## src/rtl/mem_arb_pkg.sv

```systemverilog
// rtl/mem_arb_pkg.sv - shared port ids, command type and helpers for the 2:1 memory arbiter
package mem_arb_pkg;

  typedef logic port_id_t;

  localparam port_id_t PORT_CPU = 1'b0;
  localparam port_id_t PORT_AUX = 1'b1;

  // Command fields are sized for RAM_16x4096_delay1.
  localparam int unsigned MEM_CMD_ADDR_W = 12;
  localparam int unsigned MEM_CMD_DATA_W = 16;

  typedef struct packed {
    logic [MEM_CMD_ADDR_W-1:0] address;
    logic                      read;
    logic                      write;
    logic [MEM_CMD_DATA_W-1:0] writedata;
  } mem_cmd_t;

  localparam mem_cmd_t MEM_CMD_IDLE = '0;

  // A read that arrives together with a write is dropped; the write wins.
  function automatic logic cmd_is_read(input mem_cmd_t cmd);
    return cmd.read & ~cmd.write;
  endfunction

  function automatic logic cmd_is_req(input mem_cmd_t cmd);
    return cmd.read | cmd.write;
  endfunction

  function automatic logic [31:0] sat_inc32(input logic [31:0] value, input logic en);
    if (en && (value != 32'hFFFF_FFFF)) begin
      return value + 32'd1;
    end
    return value;
  endfunction

endpackage

```

## src/rtl/mem_arb_rr_pick.sv

```systemverilog
// rtl/mem_arb_rr_pick.sv - combinational one-hot grant pick for two requesters
module mem_arb_rr_pick
  import mem_arb_pkg::*;
(
  input  logic [1:0] req,
  input  port_id_t   last_grant,
  input  logic       fixed_priority,
  output logic [1:0] grant
);

  always_comb begin
    grant = 2'b00;
    case (req)
      2'b01: grant = 2'b01;
      2'b10: grant = 2'b10;
      2'b11: begin
        // On a conflict the port that did not win last time goes first.
        if (fixed_priority || (last_grant == PORT_AUX)) begin
          grant = 2'b01;
        end else begin
          grant = 2'b10;
        end
      end
      default: grant = 2'b00;
    endcase
  end

endmodule

```

## src/rtl/mem_arbiter_2to1_delay1.sv

```systemverilog
// rtl/mem_arbiter_2to1_delay1.sv - 2:1 arbiter in front of a 1-cycle-latency RAM
// Optional saturating grant/conflict counters under MEM_ARB_STATS_EN.
module mem_arbiter_2to1_delay1
  import mem_arb_pkg::*;
#(
  parameter int ADDR_WIDTH     = 12,
  parameter int DATA_WIDTH     = 16,
  parameter int FIXED_PRIORITY = 0
) (
  input  logic                  clk,
  input  logic                  rst,

  input  logic [ADDR_WIDTH-1:0] m0_address,
  input  logic                  m0_write,
  input  logic                  m0_read,
  input  logic [DATA_WIDTH-1:0] m0_writedata,
  output logic                  m0_waitrequest,
  output logic [DATA_WIDTH-1:0] m0_readdata,
  output logic                  m0_readdatavalid,

  input  logic [ADDR_WIDTH-1:0] m1_address,
  input  logic                  m1_write,
  input  logic                  m1_read,
  input  logic [DATA_WIDTH-1:0] m1_writedata,
  output logic                  m1_waitrequest,
  output logic [DATA_WIDTH-1:0] m1_readdata,
  output logic                  m1_readdatavalid,

  output logic [ADDR_WIDTH-1:0] ram_address,
  output logic                  ram_write,
  output logic                  ram_read,
  output logic [DATA_WIDTH-1:0] ram_writedata,
  input  logic [DATA_WIDTH-1:0] ram_readdata
`ifdef MEM_ARB_STATS_EN
  ,
  output logic [31:0]           stat_grants0,
  output logic [31:0]           stat_grants1,
  output logic [31:0]           stat_conflicts
`endif
);

  mem_cmd_t   cmd0;
  mem_cmd_t   cmd1;
  mem_cmd_t   win_cmd;
  logic [1:0] req;
  logic [1:0] pick;
  logic [1:0] grant;

  port_id_t   last_grant_q;
  port_id_t   last_grant_d;
  logic       rsp_valid_q;
  logic       rsp_valid_d;
  port_id_t   rsp_id_q;
  port_id_t   rsp_id_d;

  always_comb begin
    cmd0           = MEM_CMD_IDLE;
    cmd0.address   = MEM_CMD_ADDR_W'(m0_address);
    cmd0.read      = m0_read;
    cmd0.write     = m0_write;
    cmd0.writedata = MEM_CMD_DATA_W'(m0_writedata);

    cmd1           = MEM_CMD_IDLE;
    cmd1.address   = MEM_CMD_ADDR_W'(m1_address);
    cmd1.read      = m1_read;
    cmd1.write     = m1_write;
    cmd1.writedata = MEM_CMD_DATA_W'(m1_writedata);

    req = {cmd_is_req(cmd1), cmd_is_req(cmd0)};
  end

  mem_arb_rr_pick u_pick (
    .req            (req),
    .last_grant     (last_grant_q),
    .fixed_priority (FIXED_PRIORITY != 0),
    .grant          (pick)
  );

  // Grants are masked while reset is held so nothing reaches the RAM.
  always_comb begin
    grant = pick & {2{rst}};
  end

  always_comb begin
    win_cmd = MEM_CMD_IDLE;
    if (grant[0]) begin
      win_cmd = cmd0;
    end else if (grant[1]) begin
      win_cmd = cmd1;
    end
  end

  always_comb begin
    ram_address   = ADDR_WIDTH'(win_cmd.address);
    ram_writedata = DATA_WIDTH'(win_cmd.writedata);
    ram_write     = win_cmd.write;
    ram_read      = cmd_is_read(win_cmd);

    m0_waitrequest = req[0] & ~grant[0];
    m1_waitrequest = req[1] & ~grant[1];
  end

  always_comb begin
    last_grant_d = last_grant_q;
    if (|grant) begin
      last_grant_d = grant[1] ? PORT_AUX : PORT_CPU;
    end

    rsp_valid_d = ram_read;
    rsp_id_d    = rsp_id_q;
    if (ram_read) begin
      rsp_id_d = grant[1] ? PORT_AUX : PORT_CPU;
    end
  end

  always_ff @(posedge clk or negedge rst) begin
    if (!rst) begin
      last_grant_q <= PORT_AUX;
      rsp_valid_q  <= 1'b0;
      rsp_id_q     <= PORT_CPU;
    end else begin
      last_grant_q <= last_grant_d;
      rsp_valid_q  <= rsp_valid_d;
      rsp_id_q     <= rsp_id_d;
    end
  end

  // The RAM read port is shared; only the matching valid qualifies the data.
  always_comb begin
    m0_readdata      = ram_readdata;
    m1_readdata      = ram_readdata;
    m0_readdatavalid = rsp_valid_q & (rsp_id_q == PORT_CPU);
    m1_readdatavalid = rsp_valid_q & (rsp_id_q == PORT_AUX);
  end

`ifdef MEM_ARB_STATS_EN
  logic [31:0] stat_grants0_q;
  logic [31:0] stat_grants0_d;
  logic [31:0] stat_grants1_q;
  logic [31:0] stat_grants1_d;
  logic [31:0] stat_conflicts_q;
  logic [31:0] stat_conflicts_d;

  always_comb begin
    stat_grants0_d   = sat_inc32(stat_grants0_q, grant[0]);
    stat_grants1_d   = sat_inc32(stat_grants1_q, grant[1]);
    stat_conflicts_d = sat_inc32(stat_conflicts_q, &req);
  end

  always_ff @(posedge clk or negedge rst) begin
    if (!rst) begin
      stat_grants0_q   <= 32'd0;
      stat_grants1_q   <= 32'd0;
      stat_conflicts_q <= 32'd0;
    end else begin
      stat_grants0_q   <= stat_grants0_d;
      stat_grants1_q   <= stat_grants1_d;
      stat_conflicts_q <= stat_conflicts_d;
    end
  end

  always_comb begin
    stat_grants0   = stat_grants0_q;
    stat_grants1   = stat_grants1_q;
    stat_conflicts = stat_conflicts_q;
  end
`endif

endmodule

```

## config.mk

```make
export PLATFORM = sky130hd
export DESIGN_NAME = mem_arbiter_2to1_delay1
export DESIGN_NICKNAME = d
export VERILOG_FILES = /design/src/rtl/mem_arb_pkg.sv /design/src/rtl/mem_arb_rr_pick.sv /design/src/rtl/mem_arbiter_2to1_delay1.sv
export SDC_FILE = /design/constraint.sdc
export NUM_CORES = 1
export LEC_CHECK = 0
export ABC_CLOCK_PERIOD_IN_PS = 1800
export CAP_MARGIN = 20
export CELL_PAD_IN_SITES_DETAIL_PLACEMENT = 0
export CELL_PAD_IN_SITES_GLOBAL_PLACEMENT = 1
export CORE_MARGIN = 2
export CORE_UTILIZATION = 11
export DETAILED_ROUTE_END_ITERATION = 7
export GPL_TIMING_DRIVEN = 0
export PLACE_DENSITY_LB_ADDON = 0.1
export SYNTH_ARGS = -nofsm -noshare
export SYNTH_HDL_FRONTEND = slang
export SYNTH_HIERARCHICAL = 1
export SYNTH_SLANG_ARGS = --single-unit
```

## constraint.sdc

```tcl
create_clock -name clk -period 1.8 [get_ports clk]
set_input_delay 0.18 -clock clk [delete_from_list [all_inputs] [get_ports clk]]
set_output_delay 0.18 -clock clk [all_outputs]
set_load 0.02 [all_outputs]
```

Yosys cells after proc, flatten, opt, wreduce, memory -nomap -nowiden
Index checks and enable logic that the tools add are counted.
{ "totals": {"regBits": 3, "latch_bits": 0, "ramBits": 0, "rom_bits": 0, "inputBits": 78, "output_inout_bits": 66, "n_memories": 0} }
{ "classes": {"n_addsub": 0, "mul": 0, "div": 0, "n_lt_le_gt_ge": 0, "eq_ne": 3, "n_shift": 0, "mux": 5, "bitwise_logic": 12, "reduce_logical": 1} }
{ "ops": {"columns": ["op", "count"], "rows": [
  ["two-way mux 30 bit", 2],
  ["case mux 2 bit (3 select lines)", 1],
  ["AND 1 bit", 5],
  ["equality test 2 bit (second input constant)", 2],
  ["NOT 1 bit", 4],
  ["AND 2 bit", 1],
  ["equality test 2 x 1 -> 1 bit (second input constant)", 1],
  ["two-way mux 2 bit", 1],
  ["OR 1 bit", 2],
  ["OR reduction 2 bit", 1],
  ["two-way mux 1 bit", 1]
]} }

Depth between registers and ports, before layout
{ "depth": {"word_depth": 8, "ltp_mapped": 8} }

Modules after synthesis
The synthesis kept the hierarchy.
{ "modules_own_cells": {"columns": ["mod", "n_inst", "cells_each", "area_per_inst_um2", "seq_area_each_um2"], "rows": [
  ["mem_arbiter_2to1_delay1", 1, 90, 725.7, 76.3],
  ["mem_arb_rr_pick", 1, 4, 22.5, 0.0]
]} }

Worst setup path before layout
OpenSTA, ideal clock, no wires.
{ "synth_timing": {"kind": "reg-to-output", "from": "register last_grant_q", "to": "output ram_address[10]", "arrival_time_ns": 1.505, "path_slack_ns": 0.115, "path_stages_with_launch": 7, "n_path_buf": 2, "cell_sequence": "dfstp_2 -> nor2_1 -> a21boi_1 -> and3b_1 -> buf_6 -> buf_6 -> a22o_1"} }
{ "synth_via": {"elab_cells_between_ends": 5, "cone_classes": "mux (4); bitwise (1)"} }
{ "synth_lines": {"columns": ["item", "line_no", "rtl"], "rows": [
  ["from (decl)", "mem_arbiter_2to1_delay1.sv:49", "port_id_t last_grant_q;"],
  ["from (signal assigned)", "mem_arbiter_2to1_delay1.sv:122", "last_grant_q <= last_grant_d;"],
  ["two-way mux 2 bit", "mem_arb_rr_pick.sv:18", "if (fixed_priority || (last_grant == PORT_AUX)) begin"],
  ["case mux 2 bit (3 select lines)", "mem_arb_rr_pick.sv:13", "case (req)"],
  ["via pick[0]", "mem_arbiter_2to1_delay1.sv:46", "logic [1:0] pick;"],
  ["AND 2 bit", "mem_arbiter_2to1_delay1.sv:81", "grant = pick & {2{rst}};"],
  ["two-way mux 30 bit", "mem_arbiter_2to1_delay1.sv:86", "if (grant[0]) begin"],
  ["to (decl)", "mem_arbiter_2to1_delay1.sv:29", "output logic [ADDR_WIDTH-1:0] ram_address,"]
]} }
The timed path passes the listed nets, and every way through them passes these cells.

Worst setup path after layout
{ "layout_timing": {"from": "register last_grant_q", "to": "output ram_address[4]"} }
Same word-level chain as after synthesis.

==> results.md <==
- Worst Setup SP: last_grant_q
- RSZ-0062 raised after global routing: true
- Root Buffer: clkbuf_8
- Compound-Gate Fraction of Synth Area: 35.8%
- Final Hold Fails: 0
- Seq cells post-synth: 3
- GRT Total Usage: 9.09%
- Worst Reg2Reg Path Length in Cells: 8
- Worst setup margin: -0.172 ns
- ANT nets after route: 0
- GR Overflow Total: 0
- CP endpoint: ram_address[4]
- DRT Pass-1 Iters: 2
- Cells after Synth: 94
- Total number of vias: 1181
- Status: finished, violations left
- DR iter-0 viols: 14
- Post-Synth Adder-Cell Area: 0%
- Slew Viols, Final: 0
- Clock Latency Late Sink: 0.21 ns
- Fmax: 507 MHz
- Dpl cell area: 2120 sq um
- Pleak: 1.06 nW
- CP max FO: 5
- Synth Area per Inst: 7.96 sq um
- Post-synthesis mux area share: 1.34%
- Total Negative Setup Slacks: -3.54 ns
- Share of layout cells above drive strength 1: 38.1%
- CP required: 1.62 ns
- Diode count: 0
- Wire per inst: 11.6 microns
- HP Class: input pin to async pin
- Reg2Reg Setup Slack: 0.13 ns
- Delay-heaviest family, CP: flip-flops
- Post-Syn Area: 748 sq um
- WP buf/inv: 3
- Synthesis-to-finish area growth: 207%
- Synth Area in XOR/XNOR: 0%
- Crit share post-route: 110%
- Commonest non-fill, non-tap cell in the layout: clkdlybuf4s50_1
- Critical path endpoint category: output pin
- GPL Wtd Cong: 0.646
- Worst EP arrival: 1.79 ns
- Crit-path cells: nor2_4 -> a21boi_4 -> and3b_2 -> buf_6 -> buf_8 -> a22o_1 -> buf_6
- Commonest non-fill, non-tap cells in the layout: 90 x clkdlybuf4s50_1, 40 x buf_4, 28 x a22o_1
- Core footprint: 6680 sq um
- Post-synth EDFFs: 0
- Vias in the first global route: 1165
- Crit Path Class: register to output pin
- Failing checks: negative setup slack
- H-tree depth: 1
- Crit-path slowest cell: dfstp_2
- CTS tree: yes
- Cell area after layout: 2290 sq um
- I/O Pins: 144
- Worst setup SP type: register
- Cell Rows: 30
- Global-route wire length before repair: 5.46 mm
- Final min period: 1.97 ns
- Post-DR vias/cell: 3.74
- Netlist cell types: 20
- Initial antenna violation count: 0
- Initial core utilization: 11.2%
- Clock Tree Buf Depth: 2
- Maximum number of pins on one net before global-route repair: 11
- Drt drc: 0
- CP peak stage delay: 0.56 ns
- Routed WL: 3.68 mm
- Total of max-cap violations: 0
- Setup violators final: 30
- Crit-path most repeated cell: buf_6
- Die X: 86.5 microns
- R2R Path Start: last_grant_q
- Simple-gate area share of the yosys netlist: 13.9%
- Total CTS buffers: 3
- Die height: 86.5 microns
- HPWL after DPL: 3.08 mm
- Share of flip-flops with an asynchronous set or reset: 100%
- Post-Route Skew: 0.000415 ns
- Stages on the worst setup path: 7
- Ys Warns: 6
- Most common flop cell mapped by yosys: dfrtp_1
- Worst-path clk slew: 0.03 ns
- Areal power density over the cells: 433 nW/um^2
- Die area: 7480 sq um
- # clock sinks: 3
- Seq/Total Area, Yosys: 10.2%
- Largest family of logic cells by synthesized area: buffers and inverters
- Nets: 315
- Port bufs: 127
- Reg2reg end: rsp_valid_q
- Peak supply drop: 161 uV
[worst min path at each step]
stage	to	slack (ns)	startpoint	cells after the start
final	last_grant_q	0.07	rst	1
after global routing	last_grant_q	0.13	rst	1
after CTS	rsp_valid_q	0.23	rst	1
after detailed placement	rsp_valid_q	0.46	rst	1
after global placement	rsp_valid_q	0.45	rst	1
after floorplan	rsp_id_q	-0.12	rst	0
[worst reg2reg max path, cell delays in order (launching register included)]
cell and delay, ns:
dfstp_2 0.56, nor2_4 0.04, a21boi_4 0.12, and3b_2 0.25, buf_6 0.14, buf_8 0.13, nand3b_1 0.12, nand2_2 0.08
buf_4 0.13
[per-layer routing]
| metal | track usage [%] | vias up | wire length (microns) |
|---|---|---|---|
| li1 | - | 589 | - |
| met1 | 11.3 | 512 | 1480 |
| met2 | 15.5 | 78 | 1770 |
| met3 | 2.00 | 2 | 412 |
| met4 | 2.98 | 0 | 19 |
| met5 | 0 | - | 0 |
[power breakdown]
| part | total (mW) | internal, mW | switching (mW) |
|---|---|---|---|
| Clock | 0.191 | 0.151 | 0.0403 |
| Combinational | 0.704 | 0.419 | 0.285 |
| Sequential | 0.0983 | 0.0858 | 0.0125 |
[flip-flops by register name, summed over array words and instances, names as in the netlist]
name / count
last_grant_q: 1
rsp_id_q: 1
rsp_valid_q: 1
[stage by stage]
stage	power [mW]	util (%)	hold WS, ns	std cells	worst slack, ns
after CTS	0.992	33.4	0.229	313	-0.195
after global routing	1.06	34.3	0.127	316	-0.244
final	0.993	34.3	0.0672	316	-0.172
after detailed placement	0.766	31.8	0.456	302	-1.01
after global placement	0.767	31.8	0.452	302	-1.01
after floorplan	0.406	-	-0.116	95	0.115
[cells in the mapped netlist (all sizes together) (2+ instances only)]
| cell | number | area share [%] |
|---|---|---|
| or2 | 2 | 1.7 |
| nor2b | 2 | 1.7 |
| a22o | 28 | 33 |
| o21ai | 3 | 2.0 |
| dfrtp | 2 | 6.7 |
| and2 | 5 | 4.2 |
| nand2 | 5 | 2.5 |
| buf | 38 | 38 |
[layout make-up]
type,count,area [sq um]
buffer,38,300
clock buffer,4,45.0
fill,710,4390
inverter,1,3.75
multi-input combinational,53,423
sequential,3,76.3
tap,80,100
timing repair buffer,137,1350
[logic make-up after synthesis]
group | count (synthesis)
AND/OR/NAND/NOR | 18
multiplexers | 1
AO/OA/AOI/OAI | 32
buffers and inverters | 39
flip-flops | 3
other | 1
[repair_timing]
action	in CTS	in global routing
resized for setup	175	12
pin swaps	15	9
hold endpoints to repair	0	2
hold buffers	0	1
setup endpoints to repair	34	31
gates cloned	2	0
setup buffers	5	3
Power figures use the tool's default switching activity.
